## config.mk

```make
export PLATFORM = sky130hd
export DESIGN_NAME = spi_master_tx
export DESIGN_NICKNAME = d
export VERILOG_FILES = /design/src/rtl/spi_pkg.sv /design/src/rtl/spi_sclk_gen.sv /design/src/rtl/spi_master_tx.sv
export SDC_FILE = /design/constraint.sdc
export NUM_CORES = 1
export LEC_CHECK = 0
export CORE_MARGIN = 3
export CORE_UTILIZATION = 45
export CTS_CLUSTER_SIZE = 40
export DETAILED_ROUTE_END_ITERATION = 7
export GPL_ROUTABILITY_DRIVEN = 0
export PLACE_DENSITY = 0.72
export SLEW_MARGIN = 20
export SYNTH_ARGS = -nofsm -noshare
export SYNTH_HDL_FRONTEND = slang
export SYNTH_SLANG_ARGS = --single-unit
```

## constraint.sdc

```tcl
create_clock -name clk -period 3.4 [get_ports clk]
set_input_delay 1.02 -clock clk [delete_from_list [all_inputs] [get_ports clk]]
set_output_delay 1.02 -clock clk [all_outputs]
set_load 0.03 [all_outputs]
```

## src/rtl/spi_pkg.sv

```systemverilog
// Shared SPI definitions for the DE0-CV lab link: FSM state encoding and the
// default frame geometry that the master and the slave receiver both use.
package spi_pkg;

  typedef enum logic [2:0] {
    IDLE,
    LEAD,
    SHIFT,
    TRAIL,
    GAP
  } spi_state_e;

  localparam int SPI_DATA_W  = 16;
  localparam int SPI_CLK_DIV = 10;

endpackage

```

## src/rtl/spi_sclk_gen.sv

```systemverilog
// Half-period counter for the SPI clock: while enabled it toggles sclk every
// CLK_DIV/2 cycles and flags the cycle before each registered edge.
module spi_sclk_gen #(
  parameter int CLK_DIV = 10
) (
  input  logic clk,
  input  logic reset,
  input  logic enable,
  output logic rise_tick,
  output logic fall_tick,
  output logic sclk
);

  localparam int HALF  = CLK_DIV / 2;
  localparam int CNT_W = $clog2(HALF) + 1;

  if ((CLK_DIV % 2) != 0 || CLK_DIV < 4) begin : g_bad_clk_div
    $error("spi_sclk_gen: CLK_DIV must be even and >= 4");
  end

  logic [CNT_W-1:0] cnt_q, cnt_d;
  logic             sclk_q, sclk_d;
  logic             tick;

  assign tick      = enable && (cnt_q == CNT_W'(HALF - 1));
  assign rise_tick = tick && !sclk_q;
  assign fall_tick = tick && sclk_q;
  assign sclk      = sclk_q;

  // NOTE: every _d gets its default first, so no path leaves it unassigned and no latch is inferred.
  always_comb begin
    cnt_d  = '0;
    sclk_d = 1'b0;
    if (enable) begin
      cnt_d  = tick ? '0 : cnt_q + 1'b1;
      sclk_d = sclk_q ^ tick;
    end
  end

  // NOTE: flops update with non-blocking assignments so all registers see pre-edge values.
  always_ff @(posedge clk) begin
    if (reset) begin
      cnt_q  <= '0;
      sclk_q <= 1'b0;
    end else begin
      cnt_q  <= cnt_d;
      sclk_q <= sclk_d;
    end
  end

endmodule

```

## src/rtl/spi_master_tx.sv

```systemverilog
// SPI mode-0 master: one DATA_W-bit word per ssn-low frame, MSB first.
// Define SPI_MISO_CAPTURE_EN to also capture miso into rx_data.
module spi_master_tx
  import spi_pkg::*;
#(
  parameter int DATA_W  = SPI_DATA_W,
  parameter int CLK_DIV = SPI_CLK_DIV,
  parameter int GAP_CYC = 10
) (
  input  logic              clk,
  input  logic              reset,
  input  logic [DATA_W-1:0] tx_data,
  input  logic              tx_valid,
  output logic              tx_ready,
  output logic              busy,
  output logic              done,
  output logic              sclk,
  output logic              mosi,
  output logic              ssn,
  input  logic              miso,
  output logic [DATA_W-1:0] rx_data
);

  localparam int HALF     = CLK_DIV / 2;
  localparam int BIT_W    = $clog2(DATA_W) + 1;
  localparam int WAIT_MAX = (HALF > GAP_CYC) ? HALF : GAP_CYC;
  localparam int WAIT_W   = $clog2(WAIT_MAX) + 1;

  if (DATA_W < 2) begin : g_bad_data_w
    $error("spi_master_tx: DATA_W must be >= 2");
  end
  if (GAP_CYC < 1) begin : g_bad_gap_cyc
    $error("spi_master_tx: GAP_CYC must be >= 1");
  end

  spi_state_e        state_q, state_d;
  logic [BIT_W-1:0]  bit_cnt_q, bit_cnt_d;
  logic [WAIT_W-1:0] wait_cnt_q, wait_cnt_d;
  logic [DATA_W-2:0] shreg_q, shreg_d;
  logic              mosi_q, mosi_d;
  logic              ssn_q, ssn_d;
  logic              done_q, done_d;
  logic              tx_ready_q, tx_ready_d;
  logic              busy_q, busy_d;
  logic              sclk_en, rise_tick, fall_tick;

  // The edge generator runs only while sclk may toggle; TRAIL and GAP use wait_cnt.
  assign sclk_en = (state_q == LEAD) || (state_q == SHIFT);

  spi_sclk_gen #(
    .CLK_DIV(CLK_DIV)
  ) u_sclk_gen (
    .clk      (clk),
    .reset    (reset),
    .enable   (sclk_en),
    .rise_tick(rise_tick),
    .fall_tick(fall_tick),
    .sclk     (sclk)
  );

  always_comb begin
    state_d    = state_q;
    bit_cnt_d  = bit_cnt_q;
    wait_cnt_d = wait_cnt_q;
    shreg_d    = shreg_q;
    mosi_d     = mosi_q;
    ssn_d      = ssn_q;
    done_d     = 1'b0;
    unique case (state_q)
      IDLE: begin
        if (tx_valid && tx_ready_q) begin
          state_d   = LEAD;
          bit_cnt_d = '0;
          shreg_d   = tx_data[DATA_W-2:0];
          mosi_d    = tx_data[DATA_W-1];
          ssn_d     = 1'b0;
        end
      end
      LEAD: begin
        if (rise_tick) begin
          bit_cnt_d = bit_cnt_q + 1'b1;
          state_d   = SHIFT;
        end
      end
      SHIFT: begin
        if (rise_tick) begin
          bit_cnt_d = bit_cnt_q + 1'b1;
        end
        if (fall_tick) begin
          if (bit_cnt_q == BIT_W'(DATA_W)) begin
            state_d    = TRAIL;
            wait_cnt_d = '0;
          end else begin
            mosi_d  = shreg_q[DATA_W-2];
            shreg_d = shreg_q << 1;
          end
        end
      end
      TRAIL: begin
        if (wait_cnt_q == WAIT_W'(HALF - 1)) begin
          state_d    = GAP;
          wait_cnt_d = '0;
          ssn_d      = 1'b1;
          mosi_d     = 1'b0;
          done_d     = 1'b1;
        end else begin
          wait_cnt_d = wait_cnt_q + 1'b1;
        end
      end
      GAP: begin
        if (wait_cnt_q == WAIT_W'(GAP_CYC - 1)) begin
          state_d = IDLE;
        end else begin
          wait_cnt_d = wait_cnt_q + 1'b1;
        end
      end
      default: state_d = IDLE;
    endcase
    tx_ready_d = (state_d == IDLE);
    busy_d     = !tx_ready_d;
  end

  always_ff @(posedge clk) begin
    if (reset) begin
      state_q    <= IDLE;
      bit_cnt_q  <= '0;
      wait_cnt_q <= '0;
      shreg_q    <= '0;
      mosi_q     <= 1'b0;
      ssn_q      <= 1'b1;
      done_q     <= 1'b0;
      tx_ready_q <= 1'b0;
      busy_q     <= 1'b0;
    end else begin
      state_q    <= state_d;
      bit_cnt_q  <= bit_cnt_d;
      wait_cnt_q <= wait_cnt_d;
      shreg_q    <= shreg_d;
      mosi_q     <= mosi_d;
      ssn_q      <= ssn_d;
      done_q     <= done_d;
      tx_ready_q <= tx_ready_d;
      busy_q     <= busy_d;
    end
  end

  assign mosi     = mosi_q;
  assign ssn      = ssn_q;
  assign done     = done_q;
  assign tx_ready = tx_ready_q;
  assign busy     = busy_q;

`ifdef SPI_MISO_CAPTURE_EN
  logic              miso_s1_q, miso_s1_d;
  logic              miso_s2_q, miso_s2_d;
  logic [2:0]        rise_pipe_q, rise_pipe_d;
  logic [DATA_W-1:0] rx_shreg_q, rx_shreg_d;
  logic [DATA_W-1:0] rx_data_q, rx_data_d;

  // Sample two cycles after sclk rises: by then miso_s2 holds the pin value of the rise cycle.
  always_comb begin
    miso_s1_d   = miso;
    miso_s2_d   = miso_s1_q;
    rise_pipe_d = {rise_pipe_q[1:0], rise_tick};
    rx_shreg_d  = rx_shreg_q;
    rx_data_d   = rx_data_q;
    if (rise_pipe_q[2]) begin
      rx_shreg_d = {rx_shreg_q[DATA_W-2:0], miso_s2_q};
    end
    if (done_d) begin
      rx_data_d = rx_shreg_q;
    end
  end

  always_ff @(posedge clk) begin
    if (reset) begin
      miso_s1_q   <= 1'b0;
      miso_s2_q   <= 1'b0;
      rise_pipe_q <= '0;
      rx_shreg_q  <= '0;
      rx_data_q   <= '0;
    end else begin
      miso_s1_q   <= miso_s1_d;
      miso_s2_q   <= miso_s2_d;
      rise_pipe_q <= rise_pipe_d;
      rx_shreg_q  <= rx_shreg_d;
      rx_data_q   <= rx_data_d;
    end
  end

  assign rx_data = rx_data_q;
`else
  logic unused_miso;
  assign unused_miso = miso;
  assign rx_data     = '0;
`endif

endmodule

```

==> results.ini <==
[final_layout]
multiInputGateArea_um2=1196
num_antenna_cells=0
fillerInstances=385
final_cell_area_um2=2476
register_area_um2=760.7
drive_gt1_share_pct=13.88
layout.nets=273
area_delta_synth_final_pct=15.93

[grt]
antenna_found_initial=0
grt_pass1_vias=1458
grt_pass1_wl_mm=6.479
grt_util_all_layers_pct=15.06
overflow=0
grt_max_degree=32

[logic_synthesis]
synth_top_area_share_pct=35.62
avgSynthCellArea_um2=9.578
yosys_warnings=0
synth_xor_area_share_pct=0.4101
synth_enable_flop_cells=0
ys_async_sr_fraction_pct=0
synth_compound_area_share_pct=17.40
synthMuxAreaShare_pct=7.499
yosysTopAreaCell=dfxtp_1
synth-simple-area-share_pct=22.32
synth_adder_area_share_pct=5.272
ys_types=46
ys_seq_area_share_pct=35.62
ys_seq_elements=38
synth_top_family_by_area=simple AND/OR/NAND/NOR gates
syn-cell-area_um2=2136
ys_top_cells_by_area=dfxtp_1, mux2i_1, buf_4
ys.flop_type=dfxtp_1
syn_inst=223

[sta]
post-route-min-period_ns=2.578
hold_viol=0
fin_crit_sh_pct=75.82
finalSetupTns_ns=0
setup_viol=0
layout_setup_ws_ns=0.8221
rsz0062_at_grt=no
fin_skew_ns=0.008709
max_slew_margin_pct=62.56
worst_pin_slew_ns=0.5608
slew_viol_final=0
fmax_ghz=0.3879

[drt]
wire_per_inst_um=13.23
ant_nets=0
num_vias=1609
via_per_inst=5.418
drt_pass1_iterations=4
drtIter0Drc=104
drc=0
drt_wl_total_mm=3.930

[min_path]
worstHoldPathType=flip-flop to flip-flop

[clocking]
hold_buffers=0
root_buffer=clkbuf_8
clk_pin_slew_ns=0.07
cts_resized=0
cts_tree=built
post_cts_buffers=0
htree_levels=2
cts-buffers-inserted=5
cts.sinks=38
clock_path_buffers=2
clk_latency_ns=0.29

[floorplanning]
ios=42
dieArea_um2=5609
start_util_pct=47.73
core_area_um2=4474
die_h_um=74.89
rows=24
fp.dieW_um=74.89

[critical_path]
crit_path_max_fanout=17
cp.required_ns=3.58
crit_top_cell=nor2b_1
worstSetupPathType=flip-flop to flip-flop
crit_arrival_ns=2.76
crit_path_cell_trace=xnor2_1 -> nor3_1 -> ha_1 -> nor2b_1 -> a2111oi_2 -> or4_1 -> nor2b_1
cp-start-kind=flip-flop
max_stage_delay_ns=0.68
end_kind=flip-flop
cpMaxStageDelayCell=dfxtp_1

[place]
post-place-ws_ns=0.7761
placed_area_um2=2333
port_buffers=24
dp.final_hpwl_mm=2.777

[power_and_ir_drop]
powerDensity_nw_per_um2=442.7
p_leak_nw=0.9253
ir_drop_mv=0.1694

[job]
drv_cap=0

[status]
status=completed

## path summary, 6_finish.rpt
check                                  start           end  slack (ns)  depth (start not counted)
worst max register to register    state_q[1]          busy        0.82                          7
worst max-delay path              state_q[1]          busy        0.82                          7
worst min-delay path            bit_cnt_q[4]  bit_cnt_q[4]        0.49                          1
worst min register to register  bit_cnt_q[4]  bit_cnt_q[4]        0.49                          1
## cells in the final DEF (no fill, tap or decap), types with 2 or more instances in the layout
master	n
nor3b_2	2
bufinv_16	2
and3_1	7
a211o_1	3
a211oi_2	10
a21oi_1	5
nand4bb_1	3
ha_1	9
and3b_1	2
nor2_1	22
o32ai_1	3
o2bb2ai_1	3
buf_4	4
nand3b_1	3
nand2_1	4
nor4_2	2
conb_1	16
a211oi_1	5
inv_1	11
or3_1	2
mux2i_1	16
clkdlybuf4s50_1	24
o22ai_1	2
nor2b_1	3
nand3_1	4
clkbuf_8	6
nand2b_1	5
and4bb_2	3
dfxtp_1	38
nor3_1	9
## through the flow
step	hold WS, ns	utilization [%]	total power [mW]	std cells
3_5_place_dp	0.4699	52.15	0.6352	289
2_1_floorplan	0.4379	-	0.6060	238
3_3_place_gp	0.4633	52.15	0.6311	289
5_1_grt	0.5164	55.34	1.145	297
4_1_cts	0.4858	55.34	1.109	297
6_report	0.4852	55.34	1.096	297
## report_power, final
| part | switching [mW] | internal (mW) | total [mW] |
|---|---|---|---|
| clock network | 0.159 | 0.313 | 0.472 |
| logic | 0.0842 | 0.0594 | 0.144 |
| registers | 0.0144 | 0.467 | 0.481 |
| total | 0.257 | 0.839 | 1.10 |
## cells in the mapped netlist, types with 4 or more instances
library cell  number
a211oi_1           5
a211oi_2          10
a21oi_1            5
and3_1             7
buf_2              4
buf_4             17
clkbuf_1           5
dfxtp_1           38
ha_1               9
inv_1             11
mux2i_1           16
nand2_1            4
nand2b_1           5
nand3_1            4
nor2_1            22
nor3_1             9
## registers in the layout, summed over array words and instances (netlist names)
register and flops:
shreg_q 15, bit_cnt_q 5, wait_cnt_q 5, u_sclk_gen.cnt_q 4, state_q 3, busy 1, done 1, mosi 1
ssn 1, tx_ready 1, u_sclk_gen.sclk 1
## worst max-delay path: cells and delay by family (launching register included)
family,cells,cell delay [ns]
simple gates,4,1.21
flops,1,0.68
compound gates,1,0.09
xor+xnor,1,0.24
fa+ha+maj,1,0.25
## cell type report
cell class,count,area share [%]
multi-input cells,160,48.31
repair buffers,28,10.91
flip-flops and latches,38,30.72
inverters,11,1.668
well taps,52,2.628
clock buffers,6,3.335
clock inverters,2,2.425
## routing by layer
layer / part of all wire, % / vias to the layer above / track usage, %
met3: 4.2 / 6 / 4.406
li1: - / 818 / -
met5: 0 / - / 0
met2: 46 / 30 / 23.79
met1: 48 / 755 / 19.31
met4: 1.8 / 0 / 5.929
## kinds of logic after synthesis
logic type                 after synthesis
adders and majority gates                9
buffers and inverters                   40
xor gates and xnor gates                 1
AOI/OAI and AO/OA                       42
other                                    1
muxes                                   16
and+or+nand+nor                         76
DFF                                     38
No activity file was read; power rests on OpenSTA's default activity.
